File: src/rtl/seg7_pkg.sv
// seg7_pkg -- shared types and constants for the seven-segment scan driver.
//   seg7_t      : segment vector {g,f,e,d,c,b,a}, 1 = segment lit
//   SEG7_TABLE  : hex nibble -> active-high segment pattern (0-9, A, b, C, d, E, F)
//   state_t     : scan controller states (IDLE after reset, SCAN free-running)
package seg7_pkg;

    typedef logic [6:0] seg7_t;

    localparam seg7_t SEG7_TABLE [16] = '{
        7'b0111111,   // 0
        7'b0000110,   // 1
        7'b1011011,   // 2
        7'b1001111,   // 3
        7'b1100110,   // 4
        7'b1101101,   // 5
        7'b1111101,   // 6
        7'b0000111,   // 7
        7'b1111111,   // 8
        7'b1100111,   // 9
        7'b1110111,   // A
        7'b1111100,   // b
        7'b0111001,   // C
        7'b1011110,   // d
        7'b1111001,   // E
        7'b1110001    // F
    };

    typedef enum logic {
        IDLE = 1'b0,
        SCAN = 1'b1
    } state_t;

endpackage

File: src/rtl/seg7_hex_decode.sv
// seg7_hex_decode -- combinational hex nibble to seven-segment decoder.
//   nibble : 4-bit hex digit
//   seg    : active-high segments {g,f,e,d,c,b,a}
module seg7_hex_decode
    import seg7_pkg::*;
(
    input  logic [3:0] nibble,
    output seg7_t      seg
);

    assign seg = SEG7_TABLE[nibble];

endmodule

File: src/rtl/seg7_scan_driver.sv
// seg7_scan_driver -- time-multiplexed driver for an N-digit common-anode
// seven-segment display with shadow/display double buffering.
//
// Parameters:
//   NUM_DIGITS  digits scanned (2..16)
//   CLK_DIV     clock cycles each digit stays lit (>= 2)
//   ACTIVE_LOW  1: seg/dp_out/an inverted at the pins (0 = lit/selected)
// Ports:
//   clk, rst    clock, synchronous active-high reset
//   value       packed hex nibbles, nibble i -> digit i (digit 0 rightmost)
//   dp          decimal point per digit
//   digit_en    per-digit enable (0 = blank)
//   load        capture value/dp/digit_en into the shadow set
//   seg         registered segments {g,f,e,d,c,b,a}
//   dp_out      registered decimal point of the current digit
//   an          registered one-hot anode select
//   frame_done  one-cycle pulse when the scan wraps back to digit 0
//
// Build option: define SEG7_LZB_EN to enable leading-zero blanking.
//
// All outputs are registered from the *next* scan index and the *next*
// display set, so the anode/segment change lands in the same cycle the index
// advances and the freshly reloaded frame is visible on digit 0 together with
// frame_done. Leaving IDLE also reloads the display set, so data loaded before
// that point is shown from the very first slot.
module seg7_scan_driver
    import seg7_pkg::*;
#(
    parameter int NUM_DIGITS = 8,
    parameter int CLK_DIV    = 100000,
    parameter bit ACTIVE_LOW = 1'b1
) (
    input  logic                    clk,
    input  logic                    rst,
    input  logic [4*NUM_DIGITS-1:0] value,
    input  logic [NUM_DIGITS-1:0]   dp,
    input  logic [NUM_DIGITS-1:0]   digit_en,
    input  logic                    load,
    output logic [6:0]              seg,
    output logic                    dp_out,
    output logic [NUM_DIGITS-1:0]   an,
    output logic                    frame_done
);

    localparam int IW = $clog2(NUM_DIGITS);
    localparam int PW = $clog2(CLK_DIV);
    localparam logic [IW-1:0] IDX_LAST = IW'(NUM_DIGITS - 1);
    localparam logic [PW-1:0] PRE_LAST = PW'(CLK_DIV - 1);

    state_t                  state, state_n;
    logic [PW-1:0]           presc, presc_n;
    logic [IW-1:0]           idx, idx_n;
    logic                    wrap, reload;

    logic [4*NUM_DIGITS-1:0] sh_val;
    logic [NUM_DIGITS-1:0]   sh_dp, sh_en;

    logic [4*NUM_DIGITS-1:0] dsp_val;
    logic [NUM_DIGITS-1:0]   dsp_dp, dsp_en, dsp_blank;

    // Reload source: a load coinciding with the reload bypasses the shadow.
    logic [4*NUM_DIGITS-1:0] src_val;
    logic [NUM_DIGITS-1:0]   src_dp, src_en, src_blank;

    logic [4*NUM_DIGITS-1:0] dn_val;
    logic [NUM_DIGITS-1:0]   dn_dp, dn_en, dn_blank;

    logic [3:0]              cur_nib;
    seg7_t                   cur_seg;
    logic                    lit;
    logic [6:0]              seg_raw;
    logic                    dp_raw;
    logic [NUM_DIGITS-1:0]   an_raw;

    // ---------------- scan controller ----------------
    always_ff @(posedge clk) begin
        if (rst) state <= IDLE;
        else     state <= state_n;
    end

    always_comb begin
        state_n = state;
        presc_n = presc;
        idx_n   = idx;
        wrap    = 1'b0;
        reload  = 1'b0;
        case (state)
            IDLE: begin
                state_n = SCAN;
                reload  = 1'b1;
            end
            SCAN: begin
                if (presc == PRE_LAST) begin
                    presc_n = '0;
                    if (idx == IDX_LAST) begin
                        idx_n  = '0;
                        wrap   = 1'b1;
                        reload = 1'b1;
                    end else begin
                        idx_n = idx + 1'b1;
                    end
                end else begin
                    presc_n = presc + 1'b1;
                end
            end
            default: state_n = IDLE;
        endcase
    end

    // ---------------- display set next value ----------------
    assign src_val = load ? value    : sh_val;
    assign src_dp  = load ? dp       : sh_dp;
    assign src_en  = load ? digit_en : sh_en;

`ifdef SEG7_LZB_EN
    // Walk down from the top digit; while no enabled non-zero nibble has been
    // seen, zero nibbles without a decimal point are blanked. Digit 0 is
    // outside the walk so it always shows.
    always_comb begin : lzb
        logic lead;
        lead      = 1'b1;
        src_blank = '0;
        for (int j = NUM_DIGITS - 1; j >= 1; j--) begin
            if (src_en[j] && (src_val[4*j +: 4] != 4'h0))
                lead = 1'b0;
            src_blank[j] = lead && (src_val[4*j +: 4] == 4'h0) && !src_dp[j];
        end
    end
`else
    assign src_blank = '0;
`endif

    assign dn_val   = reload ? src_val   : dsp_val;
    assign dn_dp    = reload ? src_dp    : dsp_dp;
    assign dn_en    = reload ? src_en    : dsp_en;
    assign dn_blank = reload ? src_blank : dsp_blank;

    // ---------------- current digit ----------------
    assign cur_nib = dn_val[{idx_n, 2'b00} +: 4];

    seg7_hex_decode u_dec (
        .nibble (cur_nib),
        .seg    (cur_seg)
    );

    assign lit     = dn_en[idx_n] && !dn_blank[idx_n];
    assign seg_raw = lit ? cur_seg : 7'h00;
    assign dp_raw  = lit && dn_dp[idx_n];
    assign an_raw  = lit ? (NUM_DIGITS'(1) << idx_n) : '0;

    // ---------------- datapath and output registers ----------------
    always_ff @(posedge clk) begin
        if (rst) begin
            presc      <= '0;
            idx        <= '0;
            sh_val     <= '0;
            sh_dp      <= '0;
            sh_en      <= '0;
            dsp_val    <= '0;
            dsp_dp     <= '0;
            dsp_en     <= '0;
            dsp_blank  <= '0;
            seg        <= {7{ACTIVE_LOW}};
            dp_out     <= ACTIVE_LOW;
            an         <= {NUM_DIGITS{ACTIVE_LOW}};
            frame_done <= 1'b0;
        end else begin
            presc <= presc_n;
            idx   <= idx_n;
            if (load) begin
                sh_val <= value;
                sh_dp  <= dp;
                sh_en  <= digit_en;
            end
            dsp_val    <= dn_val;
            dsp_dp     <= dn_dp;
            dsp_en     <= dn_en;
            dsp_blank  <= dn_blank;
            seg        <= seg_raw ^ {7{ACTIVE_LOW}};
            dp_out     <= dp_raw ^ ACTIVE_LOW;
            an         <= an_raw ^ {NUM_DIGITS{ACTIVE_LOW}};
            frame_done <= wrap;
        end
    end

endmodule

File: config.mk
export PLATFORM = sky130hd
export DESIGN_NAME = seg7_scan_driver
export DESIGN_NICKNAME = d
export VERILOG_FILES = /design/src/rtl/seg7_pkg.sv /design/src/rtl/seg7_hex_decode.sv /design/src/rtl/seg7_scan_driver.sv
export SDC_FILE = /design/constraint.sdc
export NUM_CORES = 1
export LEC_CHECK = 0
export ABC_AREA = 0
export BUFFER_PORTS_ARGS = -buffer_cell sky130_fd_sc_hd__buf_4
export CAP_MARGIN = 0
export CORE_MARGIN = 5
export CORE_UTILIZATION = 40
export CTS_CLUSTER_SIZE = 28
export DETAILED_ROUTE_END_ITERATION = 7
export GPL_ROUTABILITY_DRIVEN = 0
export PLACE_DENSITY = 0.6
export SYNTH_ARGS = -nofsm -noshare
export SYNTH_HDL_FRONTEND = slang
export SYNTH_HIERARCHICAL = 1
export SYNTH_SLANG_ARGS = --single-unit
File: constraint.sdc
create_clock -name clk -period 4.3 [get_ports clk]
set_input_delay 0.645 -clock clk [delete_from_list [all_inputs] [get_ports clk]]
set_output_delay 0.645 -clock clk [all_outputs]
set_load 0.02 [all_outputs]
==> metrics.md <==
| Metric | Value |
|---|---|
| Run status | `completed` |
| Area Growth Syn to Fin | `21.7%` |
| First-pass GRT wire length | `around 23000 um` |
| RR Startpoint | `presc[8]` |
| Cells after Synth | `619` |
| Clk sinks | `142` |
| Vias in the first global route | `4531` |
| Hold Startpoint | `dsp_blank[4]` |
| Seq cells post-synth | `about 140` |
| EDFF count, synth | `0` |
| Class of the worst hold path | `reg -> reg` |
| Mapped cell area | `6060 sq um` |
| Synthesis Warnings | `6` |
| Final wirelength | `13900 um` |
| WL per Instance | `15.6 um` |
| Hold Path Stages | `2` |
| Setup TNS | `0 ns` |
| Reg2Reg Capture Point | `seg[3]` |
| DRC | `0` |
| Die width | `around 130 um` |
| Largest net degree at the start of global routing | `85` |
| Top FF cell, synth | `dfxtp_1` |
| I/O pin count | `around 70` |
| DR pass1 iterations | `4` |
| Hold-fix buffers, CTS | `0` |
| Vias per inst | `between 5 and 6` |
| IO buf count | `67` |
| Critical Path AT | `about 4.2 ns` |
| Layout cells sized above 1 | `between 20% and 30%` |
| Hold Vio Cnt, Final | `0` |
| Max clock buf depth | `2` |
| Initial antenna violation count | `0` |
| GRT Total Usage | `16.2%` |
| Number of H-tree levels | `4` |
| Final setup viols | `0` |
| Reg2Reg Setup Slack | `0.35 ns` |
| Async SR Flop Fraction | `0%` |
| Max Cap Viol | `0` |
| Type of origin of the critical path | `flop` |
| Clk slew on worst S/H paths | `0.06 ns` |
| Max-slew headroom | `42.6%` |
| Routed vias | `4595` |
| Min Tclk post-route | `around 3.9 ns` |
| Setup ws final | `0.352 ns` |
| Most frequent cells in the layout | `dfxtp_1 (142), nor2_1 (101), buf_4 (85)` |
| Clock Skew | `0.00924 ns` |
| Clock Latency Late Sink | `0.42 ns` |
| Post-Syn Area per Cell | `9.78 sq um` |
| Sequential-to-total area share from yosys stat | `46.9%` |
| Worst Path Required | `4.58 ns` |
| Placed insts | `852` |
| DR iter-0 viols | `approximately 230` |
| Syn nets | `680` |
| Fin. max-slew vios | `0` |
| Final Non-Filler Cells | `889` |
| # rows | `45` |
| Die footprint | `17700 sq um` |
| Core ar. | `15000 sq um` |
| Leading cell type in the layout, fill and taps excluded | `dfxtp_1` |
| Nets@finish | `roughly 750` |
| DPL Wire Length | `9890 um` |
| Worst Setup Path Type | `reg -> reg` |
| Worst-Margin Slew | `0.838 ns` |
| Clock Tree Root | `clkbuf_16` |
| GRT overflow | `0` |
| Pwr per Cell Area | `432 nW/um^2` |
| Die height | `133 um` |
| VDD IR max | `~0.30 mV` |
| Register-to-Register Path Depth | `14` |
| Max Freq | `253 MHz` |
| Final antenna diode count | `0` |
| CP endpoint kind | `flop` |
| Count of cell types in the netlist | `58` |
| Final Cycle Share | `91.8%` |
| DP Worst Slack | `0.280 ns` |
| Leakage power | `around 3.1 nW` |
| RSZ-0062 raised after global routing | `no` |
| Hold Path End | `dsp_blank[4]` |
| CP Max Fanout | `17` |
| Initial core utilization | `40.3%` |
| Routed Antenna Nets | `0` |
| CTS tree | `done` |
| CTS Buf Count | `17` |
-- worst max-delay path, cell delays in order (launching register included) --
cell       delay, ns
dfxtp_1         0.36
or4b_4          0.58
or4_4           0.53
o21ai_4         0.19
buf_12          0.15
buf_12          0.16
mux2i_1         0.24
o22ai_1         0.11
a2111oi_0       0.36
a21oi_1         0.17
ha_1            0.37
nor2_1          0.16
a21oi_1         0.07
a21oi_1         0.23
o211ai_2        0.11
-- power breakdown --
| part | switching (mW) | internal [mW] |
|---|---|---|
| combinational | 0.166 | 0.144 |
| clock | 0.538 | 0.937 |
| sequential | 0.0188 | 1.38 |
-- per-layer routing --
metal / vias up / GRT usage [%] / wire length, um
li1: 2293 / - / -
met1: 2194 / 20.2 / 6240
met2: 92 / 27.0 / 6930
met3: 16 / 4.22 / 491
met4: 0 / 5.83 / 219
met5: - / 0 / 0
-- layout make-up --
cell class	instances	area [sq um]
inverters	21	78.8
fillers	1369	7660
clock inverters	11	140
flip-flops and latches	142	2840
clock buffers	21	460
well taps	188	235
multi-input cells	418	2910
repair buffers	88	698
-- per-stage QoR --
step | power (mW) | util, % | area [sq um] | hold slack, ns
2_1_floorplan | 1.63 | - | 6060 | 0.424
3_3_place_gp | 1.72 | 44.7 | 6710 | 0.435
3_5_place_dp | 1.73 | 44.7 | 6710 | 0.439
4_1_cts | 3.21 | 48.6 | 7310 | 0.448
5_1_grt | 3.31 | 49.0 | 7370 | 0.462
6_report | 3.18 | 49.0 | 7370 | 0.442
-- registers in the layout, summed over array words and instances, names as in the netlist --
| name | cells |
|---|---|
| sh_dp | 8 |
| an | 8 |
| sh_val | 32 |
| seg | 7 |
| dsp_dp | 8 |
| idx | 3 |
| presc | 17 |
| dsp_blank | 8 |
| frame_done | 1 |
| sh_en | 8 |
| dp_out | 1 |
| state | 1 |
| dsp_val | 32 |
| dsp_en | 8 |
-- synthesized netlist by cell type (6+ instances only) --
master | n | area [sq um]
a211oi_1 | 12 | 90.1
a21oi_1 | 25 | 125
and2_1 | 23 | 144
and3_1 | 14 | 87.6
buf_6 | 7 | 78.8
clkbuf_1 | 21 | 78.8
dfxtp_1 | 142 | 2840
ha_1 | 10 | 125
inv_1 | 21 | 78.8
mux2_2 | 24 | 270
mux2i_1 | 56 | 561
nand2_1 | 24 | 90.1
nand3_1 | 11 | 55.1
nor2_1 | 101 | 379
nor3_1 | 6 | 30.0
o211ai_1 | 6 | 45.0
o21ai_0 | 16 | 80.1
o22a_1 | 6 | 52.6
o22ai_1 | 7 | 43.8
xor2_1 | 8 | 70.1
-- kinds of logic (layout without fill, tap and decap cells) --
family	count (synthesis)	in the layout	synth area share (%)
compound gates	100	100	11.5
xor+xnor	11	11	1.59
fa+ha+maj	10	10	2.07
buf+inv	59	141	5.04
flops	142	142	46.9
mux	84	84	14.9
simple gates	213	213	18.0
-- worst max path at each step --
stage | start | cells after the start | endpoint
final | presc[8] | 14 | seg[3]
after global routing | presc[8] | 14 | seg[3]
after CTS | presc[8] | 13 | seg[3]
after detailed placement | presc[8] | 13 | seg[3]
after global placement | presc[8] | 10 | seg[4]
after floorplan | presc[8] | 14 | seg[1]
-- what timing repair did --
item | CTS | global route
resized for setup | 0 | 1
setup endpoints to repair | 0 | 2
buffers inserted | 0 | 5
(Power assumes the default switching activity.)
